## config.mk

```make
export PLATFORM = sky130hd
export DESIGN_NAME = keypad_pw_scan_flat
export DESIGN_NICKNAME = d
export VERILOG_FILES = /design/src/rtl/keypad_pw_pkg.sv /design/src/rtl/keypad_pw_scan_if.sv /design/src/rtl/keypad_row_sync.sv /design/src/rtl/keypad_pw_scan.sv /design/src/flat_wrapper.sv
export SDC_FILE = /design/constraint.sdc
export NUM_CORES = 1
export LEC_CHECK = 0
export CAP_MARGIN = 20
export CORE_MARGIN = 1.5
export CORE_UTILIZATION = 40
export DETAILED_ROUTE_END_ITERATION = 16
export DONT_BUFFER_PORTS = 1
export PLACE_DENSITY = 0.56
export SLEW_MARGIN = 10
export SYNTH_ARGS = -nofsm -noshare
export SYNTH_HDL_FRONTEND = slang
export SYNTH_SLANG_ARGS = --single-unit
export TNS_END_PERCENT = 100
```

## constraint.sdc

```tcl
create_clock -name clk -period 3.9 [get_ports clk]
set_input_delay 0.78 -clock clk [delete_from_list [all_inputs] [get_ports clk]]
set_output_delay 0.78 -clock clk [all_outputs]
set_load 0.005 [all_outputs]
```

## src/rtl/keypad_pw_pkg.sv

```systemverilog
// Shared types, key codes and the row/col to key-code map for the keypad scanner.
package keypad_pw_pkg;

  typedef enum logic [2:0] {
    ST_SCAN     = 3'd0,
    ST_DEBOUNCE = 3'd1,
    ST_EMIT     = 3'd2,
    ST_HELD     = 3'd3,
    ST_RELEASE  = 3'd4
  } state_t;

  localparam logic [3:0] KEY_A    = 4'd10;
  localparam logic [3:0] KEY_B    = 4'd11;
  localparam logic [3:0] KEY_C    = 4'd12;
  localparam logic [3:0] KEY_D    = 4'd13;
  localparam logic [3:0] KEY_STAR = 4'd14;
  localparam logic [3:0] KEY_HASH = 4'd15;

  localparam logic [3:0] COL_RST  = 4'b1110;
  localparam logic [3:0] ROW_IDLE = 4'b1111;

  // Physical layout: rows top to bottom, columns left to right.
  function automatic logic [3:0] key_code(input logic [1:0] row, input logic [1:0] col);
    logic [3:0] code;
    case ({row, col})
      4'h0: code = 4'd1;
      4'h1: code = 4'd2;
      4'h2: code = 4'd3;
      4'h3: code = KEY_A;
      4'h4: code = 4'd4;
      4'h5: code = 4'd5;
      4'h6: code = 4'd6;
      4'h7: code = KEY_B;
      4'h8: code = 4'd7;
      4'h9: code = 4'd8;
      4'hA: code = 4'd9;
      4'hB: code = KEY_C;
      4'hC: code = KEY_STAR;
      4'hD: code = 4'd0;
      4'hE: code = KEY_HASH;
      default: code = KEY_D;
    endcase
    return code;
  endfunction

  function automatic logic key_is_digit(input logic [3:0] code);
    return code <= 4'd9;
  endfunction

  // True when exactly one active-low row is asserted.
  function automatic logic one_low(input logic [3:0] rows);
    logic [2:0] n;
    n = 3'd0;
    for (int i = 0; i < 4; i++) n = n + 3'(~rows[i]);
    return n == 3'd1;
  endfunction

  function automatic logic [1:0] row_index(input logic [3:0] rows);
    logic [1:0] idx;
    case (rows)
      4'b1101: idx = 2'd1;
      4'b1011: idx = 2'd2;
      4'b0111: idx = 2'd3;
      default: idx = 2'd0;
    endcase
    return idx;
  endfunction

endpackage

```

## src/rtl/keypad_pw_scan_if.sv

```systemverilog
// Keypad matrix lines plus the key-code strobe bus toward the password FSM.
interface keypad_pw_scan_if #(parameter int unsigned Bits = 4);
  logic [3:0]      row_in;
  logic [3:0]      col_out;
  logic [Bits-1:0] entrada_pw;
  logic            enable_data;
  logic            key_held;

  modport master (input row_in, output col_out, entrada_pw, enable_data, key_held);
  modport slave  (output row_in, input col_out, entrada_pw, enable_data, key_held);
endinterface

```

## src/rtl/keypad_row_sync.sv

```systemverilog
// Two-flop synchronizer for the asynchronous row lines; resets to idle (all high).
module keypad_row_sync (
  input  logic       clk,
  input  logic       rst_a,
  input  logic [3:0] row_async,
  output logic [3:0] row_sync
);
  import keypad_pw_pkg::*;

  logic [3:0] meta;

  always_ff @(posedge clk) begin
    if (rst_a) begin
      meta     <= ROW_IDLE;
      row_sync <= ROW_IDLE;
    end else begin
      meta     <= row_async;
      row_sync <= meta;
    end
  end
endmodule

```

## src/rtl/keypad_pw_scan.sv

```systemverilog
// 4x4 keypad scanner/debouncer emitting one enable_data strobe per accepted press.
// Optional feature macro KEYPAD_PW_HEX_EN: when defined, A-D/*/# also strobe.
module keypad_pw_scan
  import keypad_pw_pkg::*;
#(
  parameter int unsigned Bits         = 4,
  parameter int unsigned SCAN_DIV     = 1000,
  parameter int unsigned DEBOUNCE_CYC = 50000
) (
  input logic              clk,
  input logic              rst_a,
  keypad_pw_scan_if.master bus
);

  localparam int unsigned DW = $clog2(SCAN_DIV);
  localparam int unsigned CW = $clog2(DEBOUNCE_CYC);

`ifdef KEYPAD_PW_HEX_EN
  localparam bit HEX_EN = 1'b1;
`else
  localparam bit HEX_EN = 1'b0;
`endif

  state_t          state;
  logic [DW-1:0]   dwell;
  logic [CW-1:0]   cnt;
  logic [3:0]      row_s;
  logic [3:0]      row_lat;
  logic [1:0]      row_idx;
  logic [1:0]      col_idx;
  logic [3:0]      col_q;
  logic [Bits-1:0] code_q;
  logic            strobe_q;
  logic            held_q;
  logic [3:0]      key_c;
  logic            accept_c;
  logic            dwell_end_c;
  logic            cnt_end_c;

  keypad_row_sync u_sync (
    .clk       (clk),
    .rst_a     (rst_a),
    .row_async (bus.row_in),
    .row_sync  (row_s)
  );

  assign key_c       = key_code(row_idx, col_idx);
  assign accept_c    = HEX_EN || key_is_digit(key_c);
  assign dwell_end_c = (dwell == DW'(SCAN_DIV - 1));
  assign cnt_end_c   = (cnt == CW'(DEBOUNCE_CYC - 1));

  assign bus.col_out     = col_q;
  assign bus.entrada_pw  = code_q;
  assign bus.enable_data = strobe_q;
  assign bus.key_held    = held_q;

  // Column rotation, debounce counting and strobe generation share one state register.
  always_ff @(posedge clk) begin
    if (rst_a) begin
      state    <= ST_SCAN;
      dwell    <= '0;
      cnt      <= '0;
      row_lat  <= ROW_IDLE;
      row_idx  <= 2'd0;
      col_idx  <= 2'd0;
      col_q    <= COL_RST;
      code_q   <= '0;
      strobe_q <= 1'b0;
      held_q   <= 1'b0;
    end else begin
      strobe_q <= 1'b0;
      case (state)
        ST_SCAN: begin
          if (dwell_end_c) begin
            dwell <= '0;
            if (one_low(row_s)) begin
              row_lat <= row_s;
              row_idx <= row_index(row_s);
              cnt     <= '0;
              state   <= ST_DEBOUNCE;
            end else begin
              col_q   <= {col_q[2:0], col_q[3]};
              col_idx <= col_idx + 2'd1;
            end
          end else begin
            dwell <= dwell + DW'(1);
          end
        end
        ST_DEBOUNCE: begin
          if (row_s != row_lat) begin
            cnt     <= '0;
            col_q   <= {col_q[2:0], col_q[3]};
            col_idx <= col_idx + 2'd1;
            state   <= ST_SCAN;
          end else if (cnt_end_c) begin
            cnt    <= '0;
            held_q <= 1'b1;
            state  <= ST_EMIT;
            // Non-accepted keys still occupy the held/release cycle, silently.
            if (accept_c) begin
              strobe_q <= 1'b1;
              code_q   <= Bits'(key_c);
            end
          end else begin
            cnt <= cnt + CW'(1);
          end
        end
        ST_EMIT: state <= ST_HELD;
        ST_HELD: begin
          if (row_s == ROW_IDLE) begin
            cnt   <= '0;
            state <= ST_RELEASE;
          end
        end
        ST_RELEASE: begin
          if (row_s != ROW_IDLE) begin
            cnt   <= '0;
            state <= ST_HELD;
          end else if (cnt_end_c) begin
            cnt     <= '0;
            held_q  <= 1'b0;
            col_q   <= {col_q[2:0], col_q[3]};
            col_idx <= col_idx + 2'd1;
            state   <= ST_SCAN;
          end else begin
            cnt <= cnt + CW'(1);
          end
        end
        default: state <= ST_SCAN;
      endcase
    end
  end

endmodule

```

## src/flat_wrapper.sv

```systemverilog
// flat-port wrapper written by rule: the top's interface ports become plain ports
module keypad_pw_scan_flat import keypad_pw_pkg::*;
#(
  parameter int unsigned Bits         = 4,
  parameter int unsigned SCAN_DIV     = 1000,
  parameter int unsigned DEBOUNCE_CYC = 50000
)
  (clk, rst_a, bus_row_in, bus_col_out, bus_entrada_pw, bus_enable_data, bus_key_held);
  keypad_pw_scan_if #(.Bits(Bits)) bus_i ();
  input logic clk;
  input logic rst_a;
  input wire logic [$bits(bus_i.row_in)-1:0] bus_row_in;
  output wire logic [$bits(bus_i.col_out)-1:0] bus_col_out;
  output wire logic [$bits(bus_i.entrada_pw)-1:0] bus_entrada_pw;
  output wire logic [$bits(bus_i.enable_data)-1:0] bus_enable_data;
  output wire logic [$bits(bus_i.key_held)-1:0] bus_key_held;
  assign bus_i.row_in = bus_row_in;
  assign bus_col_out = bus_i.col_out;
  assign bus_entrada_pw = bus_i.entrada_pw;
  assign bus_enable_data = bus_i.enable_data;
  assign bus_key_held = bus_i.key_held;
  keypad_pw_scan #(.Bits(Bits), .SCAN_DIV(SCAN_DIV), .DEBOUNCE_CYC(DEBOUNCE_CYC)) u_core (.clk(clk), .rst_a(rst_a), .bus(bus_i));
endmodule
```

==> impl_results.md, run 1 <==
- Slew Limit Fails: 0
- Synthesized Nets: 346
- Met3 wire length: 179 um
- Vias in the first global route: 2052
- Crit end category: register
- Post-Route WL: 5280 um
- Grt total ovfl: 0
- CTS clk-pin slew, worst paths: 0.10 ns
- Register area: 1100 um2
- Worst Tran Pin Value: 0.751 ns
- CP max FO: 14
- First-pass GRT wire length: 9450 um
- CTS tree: yes
- Crit-path max cell delay: 0.55 ns
- Critical Path RT: 4.11 ns
- Bufs on Longest Clock Path: 2
- Critical-path top delay cell: fa_1
- Total CTS buffers: 5
- Mean Syn Cell Area: 8.57 um2
- # Max-Cap Violations: 0
- Post-CTS Resized: 0
- Post-Route Utilization: 43.5%
- Post-route cell area: 2960 um2
- Initial DRC Count: 96
- Clk_skew: 0.0104 ns
- Period utilisation layout: 77.1%
- Cell variety after synth: 56
- CP startpoint kind: register
- Hpwl dp: 3750 um
- Main synth FF type: dfxtp_1
- RSZ-0062 raised after global routing: no
- Setup bufs post-CTS: 0
- Htree depth: 2
- Status: finished clean
- Core ar.: 6790 um2
- Leak: 1.14 nW
- Largest net degree at the start of global routing: 40
- Final Wtd Congestion: 0.767
- Crit path kind: reg -> reg
- Avg WL per Cell: 12.6 um
- Synth-to-layout area growth: 5.16%
- Nets: 339
- Final hold vios: 0
- CP Cell Sequence: fa_1 > inv_1 > ha_1 > ha_1 > or4b_1 > a21oi_1 > o21ai_1 > and2_1 > o21ai_0 > o21ai_0
- Setup TNS: 0 ns
- Sw Share: 22.3%
- Rows: 30
- Worst relative slew slack: 49.5%
- Post-cts hold buffer count: 0
- Share of cells above drive strength 1: 8.70%
- Power share of the combinational group: 4.1%
- GRT Total Usage: 15.6%
- NetSw: 0.000210 W
- I/O Buffers: 0
- Crit path time final: 3.01 ns
- Most common cell after layout, fill and taps aside: dfxtp_1
- Area of the multi-input gates: 1600 um2
- Commonest non-fill, non-tap cells in the layout: 55 x dfxtp_1, 38 x nand2_1, 34 x nor2_1
- Synth area leader: dfxtp_1
- Clk sinks: 55
- Post-synth EDFFs: 0
- Clock Latency Late Sink: 0.31 ns
- Via-to-Cell Ratio: 5.30
- Largest cells by area after synthesis: dfxtp_1 39%, nand2_1 5.1%, ha_1 4.9%
- CP bufs+invs: 1
- Cell count after synthesis: 328
- Vias after detailed routing: 2215
- Tot Pwr: 0.000943 W
- Cell-internal power: 0.000733 W
- Number of diodes: 0
- DRT antenna net count: 0
- I/O pins: 16
- Worst EP arrival: 3.21 ns
- Clk root buf: clkbuf_8
- Peak supply drop: 156 uV
- Highest metal used: met4
- # fillers: 668
- Met1 WL: 2550 um
- Syn Std Cell Area: 2810 um2
- Share of the synthesized area in the top cell type: 39.2%
- Die W: 86.8 um
- Pwr dens: 319 nW/um2
- Die ar.: 7540 um2
- Post-synth ARST share: 0%
- Metal2 WL: 2470 um
- Seq/Total Area, Yosys: 39.2%
- Placed inst area: 2860 um2
- DRC: 0
- Max Freq: 0.333 GHz
- Proportion of power drawn by flip-flops and latches: 61.2%
- Hold WC Path Type: reg -> reg
- Final setup viols: 0
- Synth Register Bits: 55
- CP top delay family: adder cells
- Pre-antenna DRT Iters: 4
- Starting Density: 41.4%
- Initial antenna violation count: 0
- Die Y: 86.8 um
- Clock network power share: 34.7%
- Synth warn: 0
[layout make-up]
class | count | area share (%)
Clock buffer | 7 | 2.92
Clock inverter | 1 | 0.296
Inverter | 11 | 1.40
Multi-Input combinational cell | 248 | 54.1
Sequential cell | 55 | 37.3
Tap cell | 96 | 4.06
[kinds of logic after synthesis]
logic type / share of synthesized area (%)
AOI/OAI and AO/OA: 13.0
xor gates and xnor gates: 5.25
adders and majority gates: 5.61
buffers and inverters: 3.96
DFF: 39.2
muxes: 4.90
and+or+nand+nor: 28.0
[final timing paths]
check | start | endpoint | slack [ns] | cells past startpoint
worst min-delay path | u_core.u_sync.meta[3] | u_core.u_sync.row_sync[3] | 0.42 | 1
worst min register to register | u_core.u_sync.meta[3] | u_core.u_sync.row_sync[3] | 0.42 | 1
worst max register to register | u_core.u_sync.row_sync[0] | u_core.cnt[2] | 0.89 | 10
worst max-delay path | u_core.u_sync.row_sync[0] | u_core.cnt[2] | 0.89 | 10
[metrics by stage]
| stage | hold slack (ns) | std cells | setup WS [ns] |
|---|---|---|---|
| finish | 0.415 | 418 | 0.895 |
| global route | 0.422 | 418 | 0.759 |
| CTS | 0.417 | 418 | 0.886 |
| detailed placement | 0.392 | 410 | 0.910 |
| global placement | 0.393 | 410 | 0.959 |
| floorplan | 0.389 | 328 | 1.15 |
[metal layers]
| metal | global-route usage [%] | up-vias |
|---|---|---|
| met5 | 0 | - |
| met4 | 4.84 | 0 |
| met3 | 3.33 | 7 |
| met2 | 25.7 | 27 |
| met1 | 20.6 | 1041 |
| li1 | - | 1140 |
[state kept, by name (all words and copies together), names as in the netlist, 2 cells and up]
register / count
u_core.cnt: 16
u_core.row_idx: 2
u_core.col_idx: 2
u_core.dwell: 10
u_core.u_sync.row_sync: 4
u_core.state: 3
u_core.bus.col_out: 4
u_core.row_lat: 4
u_core.u_sync.meta: 4
u_core.bus.entrada_pw: 4
[power groups by stage]
stage	sequential [W]	clock, W	combinational, W
finish	0.000577	0.000327	0.0000390
global route	0.000578	0.000363	0.0000458
CTS	0.000577	0.000343	0.0000397
detailed placement	0.000590	0	0.0000392
global placement	0.000589	0	0.0000393
floorplan	0.000587	0	0.0000392
[Yosys cell counts, types with 3 or more instances]
cell type,instances
dfxtp_1,55
nand2_1,38
nor2_1,34
a21oi_1,15
nand3_1,15
o21ai_0,15
ha_1,11
inv_1,11
nor3_1,11
xor2_1,10
or2_2,9
and3_1,7
clkbuf_1,7
mux2i_1,7
a31oi_1,6
buf_2,5
xnor2_1,5
nand2b_1,4
nand4_1,4
nor3b_1,4
o311ai_1,4
mux2_4,3
nor2_2,3
nor2b_1,3
nor4_1,3
(Power assumes the default switching activity.)
==> inputs of run 2 (changes only) <==
--- a/config.mk
+++ b/config.mk
@@ -10,7 +10,7 @@
 export CORE_UTILIZATION = 40
 export DETAILED_ROUTE_END_ITERATION = 16
 export DONT_BUFFER_PORTS = 1
-export PLACE_DENSITY = 0.56
+export PLACE_DENSITY = 0.58
 export SLEW_MARGIN = 10
 export SYNTH_ARGS = -nofsm -noshare
 export SYNTH_HDL_FRONTEND = slang
==> constraint.sdc (replaced) <==
create_clock -name clk -period 2.45 [get_ports clk]
set_input_delay 0.49 -clock clk [delete_from_list [all_inputs] [get_ports clk]]
set_output_delay 0.49 -clock clk [all_outputs]
set_load 0.005 [all_outputs]
==> run 2 against run 1 <==
  * The flow now finishes with violations (setup timing)
  * Worst setup slack got worse by 0.98 ns
  * Critical path depth decreased by 1
  * Cell count increased by 4.3%
  * Clock power increased by 89%
  * Global-route usage about the same
  * Clock-buffer cell count decreased by 2
  * Flip-flop and latch count unchanged
  * Register-to-register slack got worse by 0.98 ns
  * Sequential share of layout area decreased by 2.9 points
  * Wire length increased by 5.3%
  * Largest cell class unchanged
  * Largest power group unchanged
==> impl_results.md, run 2 (synthesized netlist as in run 1, its figures left out) <==
- Status: finished with violations
- Failing checks: setup timing
- I/O pins: 16 (unchanged)
- Most flops, register: u_core.cnt
- Final setup margin: -0.0867 ns (-0.981 ns)
- Core ar.: 6790 um2 (unchanged)
- Reg2reg path depth: 9 (-1)
- Hold WS: 0.241 ns (-0.174 ns)
- Number of diodes: 0 (unchanged)
- Die W: 86.8 um (unchanged)
- Max Freq: 0.394 GHz (+18%)
- Bufs on Longest Clock Path: 2 (unchanged)
- CP max FO: 7 (-7)
- RSZ-0062 raised after global routing: yes
- Commonest non-fill, non-tap cells in the layout: 53 x dfxtp_1, 34 x nor2_1, 33 x nand2_1
- Worst relative slew slack: 74.4% (+25 points)
- Post-Route Utilization: 47.3% (+3.8 points)
- Clk_skew: 0.00869 ns (-0.00170 ns)
- CTS clk-pin slew, worst paths: 0.10 ns (about the same)
- Synth-to-layout area growth: 14.5%
- Hold path cells: 1 (unchanged)
- Worst EP arrival: 2.75 ns (-0.46 ns)
- CTS tree: yes
- Vias in the first global route: 2108 (+2.7%)
- Die ar.: 7540 um2 (unchanged)
- Initial DRC Count: 54 (-44%)
- I/O Buffers: 0 (unchanged)
- Total CTS buffers: 5 (unchanged)
- Most common cell after layout, fill and taps aside: dfxtp_1
- Initial antenna violation count: 0 (unchanged)
- Die Y: 86.8 um (unchanged)
- Post-cts hold buffer count: 0 (unchanged)
- Hold WC Path Type: in -> reg
- Clock Latency Late Sink: 0.31 ns (about the same)
- Pwr dens: 503 nW/um2 (+58%)
- Htree depth: 2 (unchanged)
- Vias after detailed routing: 2247 (+1.4%)
- Non-filler cells in the finished layout: 436 (+4.3%)
- Crit end category: register
- Slew Limit Fails: 0 (unchanged)
- Share of cells above drive strength 1: 20.3% (+12 points)
- Area of the multi-input gates: 1690 um2 (+6.0%)
- Peak supply drop: 381 uV (+140%)
- CP Cell Sequence: fa_1 > inv_1 > ha_2 > ha_4 > or4b_4 > a21oi_2 > o21ai_2 > and2_4 > a22o_1
- Largest net degree at the start of global routing: 40 (unchanged)
- Worst Tran Pin Value: 0.381 ns (-0.370 ns)
- Post-Route WL: 5560 um (+5.3%)
- Avg WL per Cell: 12.8 um (+0.95%)
- Leak: 1.25 nW (+9.8%)
- Pre-antenna DRT Iters: 4 (unchanged)
- Top flop regs: u_core.cnt x16, u_core.dwell x10
- Setup TNS: -0.585 ns (-0.585 ns)
- Post-Place Cells: 426 (+3.9%)
- # fillers: 646 (-3.3%)
- Max reg flops: 16 (unchanged)
- Crit-path max cell delay: 0.53 ns (-0.02 ns)
- Clk root buf: clkbuf_8
- First-pass GRT wire length: 9510 um (+0.58%)
- Clk sinks: 55 (unchanged)
- DRC: 0 (unchanged)
- # Max-Cap Violations: 0 (unchanged)
- Final Wtd Congestion: 0.818 (+6.6%)
- Critical Path RT: 2.66 ns (-1.45 ns)
- DRT antenna net count: 0 (unchanged)
- Final setup viols: 15 (+15)
- Crit path kind: reg -> reg
- GRT Total Usage: 15.6% (about the same)
- CP startpoint kind: register
- Register area: 1110 um2 (+0.45%)
- Hpwl dp: 3810 um (+1.5%)
- Nets: 357 (+5.3%)
- Critical-path top delay cell: fa_1
- Via-to-Cell Ratio: 5.15 (-2.7%)
- Crit path time final: 2.54 ns (-0.469 ns)
- Starting Density: 41.4% (unchanged)
- Rows: 30 (unchanged)
- Period utilisation layout: 104% (+26 points)
- Grt total ovfl: 0 (unchanged)
- Final hold vios: 0 (unchanged)
==> run 2: report_power, final <==
group | internal, W | switching (W) | total, W
clock | 0.000310 | 0.000307 | 0.000617
combinational | 0.0000454 | 0.0000437 | 0.0000891
sequential | 0.000905 | 0.00000778 | 0.000913
==> run 2: path summary, 6_finish.rpt <==
kind                                           startpoint                        end  slack [ns]
worst max-delay path            u_core.u_sync.row_sync[0]             u_core.cnt[15]       -0.09
worst min-delay path                                rst_a   u_core.bus.entrada_pw[2]        0.24
worst min register to register      u_core.u_sync.meta[1]  u_core.u_sync.row_sync[1]        0.42
worst max register to register  u_core.u_sync.row_sync[0]             u_core.cnt[15]       -0.09
==> run 2: area by class of cell <==
type                    count  share of cell area [%]
clock buffers               5                    2.14
well taps                  96                    3.73
repair buffers             17                    4.36
multi-input cells         249                    52.6
inverters                  11                    1.28
clock inverters             3                    1.48
flip-flops and latches     55                    34.4
==> run 2: metal layers <==
metal | GRT usage, % | routed length (um) | vias to the layer above
met2 | 25.6 | 2500 | 25
met3 | 3.14 | 120 | 5
met5 | 0 | 0 | -
li1 | - | - | 1180
met4 | 4.40 | 48 | 0
met1 | 20.9 | 2900 | 1037
==> run 2: critical path, delay by kind of cell (launching register included) <==
| kind | cells | cell delay, ns |
|---|---|---|
| compound gates | 3 | 0.44 |
| fa+ha+maj | 3 | 0.92 |
| buf+inv | 1 | 0.04 |
| flops | 1 | 0.36 |
| simple gates | 2 | 0.68 |
==> run 2: per-stage QoR <==
step | power (W) | instance area [um2] | setup slack, ns
after floorplan | 0.000998 | 2840 | -0.0552
final | 0.00162 | 3220 | -0.0867
after detailed placement | 0.00101 | 3020 | -0.121
after CTS | 0.00164 | 3160 | -0.112
after global placement | 0.00101 | 3020 | -0.0824
after global routing | 0.00169 | 3220 | -0.129
==> run 2: repair_timing <==
| action | CTS | global route |
|---|---|---|
| cloned | 1 | 0 |
| setup buffers | 0 | 1 |
| endpoints found under the setup margin | 21 | 31 |
| resized for setup | 9 | 12 |
| pin swaps | 8 | 9 |
==> inputs of run 3 (changes only) <==
--- a/config.mk
+++ b/config.mk
@@ -10,6 +10,7 @@
 export CORE_UTILIZATION = 40
 export DETAILED_ROUTE_END_ITERATION = 16
 export DONT_BUFFER_PORTS = 1
+export MAX_ROUTING_LAYER = met4
 export PLACE_DENSITY = 0.58
 export SLEW_MARGIN = 10
 export SYNTH_ARGS = -nofsm -noshare
==> run 3 against run 2 <==
  * The run still ends with setup timing left
  * Largest cell class unchanged
  * Non-clock buffer count did not move
  * Final area did not move
  * Highest routed layer unchanged
  * Clock-buffer cell count stayed put
  * Combinational power about the same
==> impl_results.md, run 3 (synthesized netlist as in run 1, its figures left out) <==
- Htree depth: 2 (unchanged)
- Leak: 1.25 nW (unchanged)
- Most flops, register: u_core.cnt
- I/O Buffers: 0 (unchanged)
- Reg2reg path depth: 9 (unchanged)
- Power share of the combinational group: 5.5% (about the same)
- Core ar.: 6790 um2 (unchanged)
- Hpwl dp: 3810 um (unchanged)
- Vias after detailed routing: 2253 (+0.27%)
- Most common cell after layout, fill and taps aside: dfxtp_1
- Die W: 86.8 um (unchanged)
- Number of diodes: 0 (unchanged)
- CTS clk-pin slew, worst paths: 0.10 ns (about the same)
- Final setup margin: -0.0878 ns (-0.00113 ns)
- Clock network power share: 38.2% (about the same)
- Die ar.: 7540 um2 (unchanged)
- Post-Route Utilization: 47.3% (unchanged)
- Max reg flops: 16 (unchanged)
- Initial antenna violation count: 0 (unchanged)
- Final hold vios: 0 (unchanged)
- Min-delay src: rst_a
- Crit end category: register
- Crit-path max cell delay: 0.53 ns (about the same)
- Post-Place Cells: 426 (unchanged)
- Non-filler cells in the finished layout: 436 (unchanged)
- Post-cts hold buffer count: 0 (unchanged)
- Clock Latency Late Sink: 0.31 ns (about the same)
- Worst Tran Pin Value: 0.388 ns (+0.00682 ns)
- Placed inst area: 3020 um2 (unchanged)
- Worst relative slew slack: 74.0% (-0.46 points)
- Reg2reg end: u_core.cnt[15]
- Final setup viols: 15 (unchanged)
- Via-to-Cell Ratio: 5.17 (+0.27%)
- First-pass GRT wire length: 9480 um (-0.29%)
- Status: finished with violations
- Worst EP arrival: 2.75 ns (about the same)
- Initial DRC Count: 59 (+9.3%)
- Failing checks: setup timing
- CP startpoint kind: register
- Clk sinks: 55 (unchanged)
- Bufs on Longest Clock Path: 2 (unchanged)
- Final Wtd Congestion: 0.830 (+1.5%)
- Critical Path RT: 2.66 ns (about the same)
- Commonest non-fill, non-tap cells in the layout: 53 x dfxtp_1, 34 x nor2_1, 33 x nand2_1
- CP max FO: 7 (unchanged)
- Proportion of power drawn by flip-flops and latches: 56.3% (about the same)
- Synth-to-layout area growth: 14.5% (unchanged)
- Area of the multi-input gates: 1690 um2 (unchanged)
- Top flop regs: u_core.cnt x16, u_core.dwell x10
- CP Cell Sequence: fa_1 > inv_1 > ha_2 > ha_4 > or4b_4 > a21oi_2 > o21ai_2 > and2_4 > a22o_1
- Share of cells above drive strength 1: 20.3% (unchanged)
- Slew Limit Fails: 0 (unchanged)
- Register area: 1110 um2 (unchanged)
- Die Y: 86.8 um (unchanged)
- Origin of the critical flop-to-flop path: u_core.u_sync.row_sync[0]
- GRT Total Usage: 16.1% (+0.44 points)
- Pwr dens: 504 nW/um2 (about the same)
- Post-route cell area: 3220 um2 (unchanged)
- R2R Setup Slk: -0.09 ns (about the same)
- Starting Density: 41.4% (unchanged)
- Critical-path top delay cell: fa_1
- Hold path cells: 1 (unchanged)
- Period utilisation layout: 104% (about the same)
- Hold WS: 0.242 ns (+0.000425 ns)
- RSZ-0062 raised after global routing: yes
- NetSw: 0.000359 W (+0.29%)
- Max Freq: 0.394 GHz (about the same)
- Hold WC Path Type: in -> reg
- Cell-internal power: 0.00126 W (about the same)
- # Max-Cap Violations: 0 (unchanged)
- Clk root buf: clkbuf_8
- Peak supply drop: 383 uV (+0.38%)
- Clk_skew: 0.00831 ns (-0.000380 ns)
- Post-Route WL: 5570 um (+0.14%)
- DRC: 0 (unchanged)
- Pre-antenna DRT Iters: 4 (unchanged)
- Grt total ovfl: 0 (unchanged)
- Worst Hold Path EP: u_core.bus.entrada_pw[2]
- Nets: 357 (unchanged)
- Rows: 30 (unchanged)
- I/O pins: 16 (unchanged)
- Vias in the first global route: 2110 (+0.095%)
- DRT antenna net count: 0 (unchanged)
- Crit path time final: 2.54 ns (+0.00113 ns)
- CTS tree: yes
- Largest net degree at the start of global routing: 40 (unchanged)
- # fillers: 646 (unchanged)
- Setup TNS: -0.601 ns (-0.0159 ns)
- Sw Share: 22.2% (+0.049 points)
- Total CTS buffers: 5 (unchanged)
- Crit path kind: reg -> reg
- Avg WL per Cell: 12.8 um (+0.14%)
run 3: cell counts in the layout (fill, tap and decap cells not counted):
Identical to the previous run, type by type.
run 3: metal layers:
metal	GRT usage (%)	part of all wire, %	wire length, um
met1	20.8	52	2910
met2	25.7	45	2510
met3	3.14	2.0	110
met4	4.40	0.56	31
met5	-	0	0
run 3: cell type report:
class	instances	area share, %
inverters	11	1.28
repair buffers	17	4.36
well taps	96	3.73
multi-input cells	249	52.6
clock inverters	3	1.48
clock buffers	5	2.14
flip-flops and latches	55	34.4
run 3: timing repair:
item,4_1_cts,5_1_grt
endpoints found under the setup margin,21,31
resized for setup,9,12
pin swaps,8,9
gates cloned,1,0
setup buffers,0,1
run 3: worst max-delay path by stage:
stage / startpoint / endpoint / slack, ns / depth (start not counted)
3_5_place_dp: u_core.u_sync.row_sync[3] / u_core.cnt[2] / -0.12 / 10
4_1_cts: u_core.u_sync.row_sync[0] / u_core.cnt[15] / -0.11 / 9
3_3_place_gp: u_core.u_sync.row_sync[3] / u_core.cnt[15] / -0.08 / 9
5_1_grt: u_core.u_sync.row_sync[0] / u_core.cnt[5] / -0.13 / 10
2_1_floorplan: u_core.u_sync.row_sync[3] / u_core.cnt[9] / -0.06 / 11
6_report: u_core.u_sync.row_sync[0] / u_core.cnt[15] / -0.09 / 9
run 3: critical path, delay by kind of cell, from the launching register on:
kind,cells,cell delay (ns)
AOI/OAI and AO/OA,3,0.44
adders and majority gates,3,0.92
buffers and inverters,1,0.04
DFF,1,0.36
and+or+nand+nor,2,0.68
run 3: per-stage QoR:
stage / worst slack (ns) / total power (W)
2_1_floorplan: -0.0552 / 0.000998
3_3_place_gp: -0.0824 / 0.00101
3_5_place_dp: -0.121 / 0.00101
4_1_cts: -0.112 / 0.00164
5_1_grt: -0.129 / 0.00169
6_report: -0.0878 / 0.00162
run 3: power groups by stage:
stage / clock network (W) / registers [W] / logic, W
final: 0.000618 / 0.000913 / 0.0000888
after global routing: 0.000679 / 0.000915 / 0.0000997
after CTS: 0.000642 / 0.000913 / 0.0000861
after detailed placement: 0 / 0.000934 / 0.0000788
after global placement: 0 / 0.000934 / 0.0000784
after floorplan: 0 / 0.000934 / 0.0000648
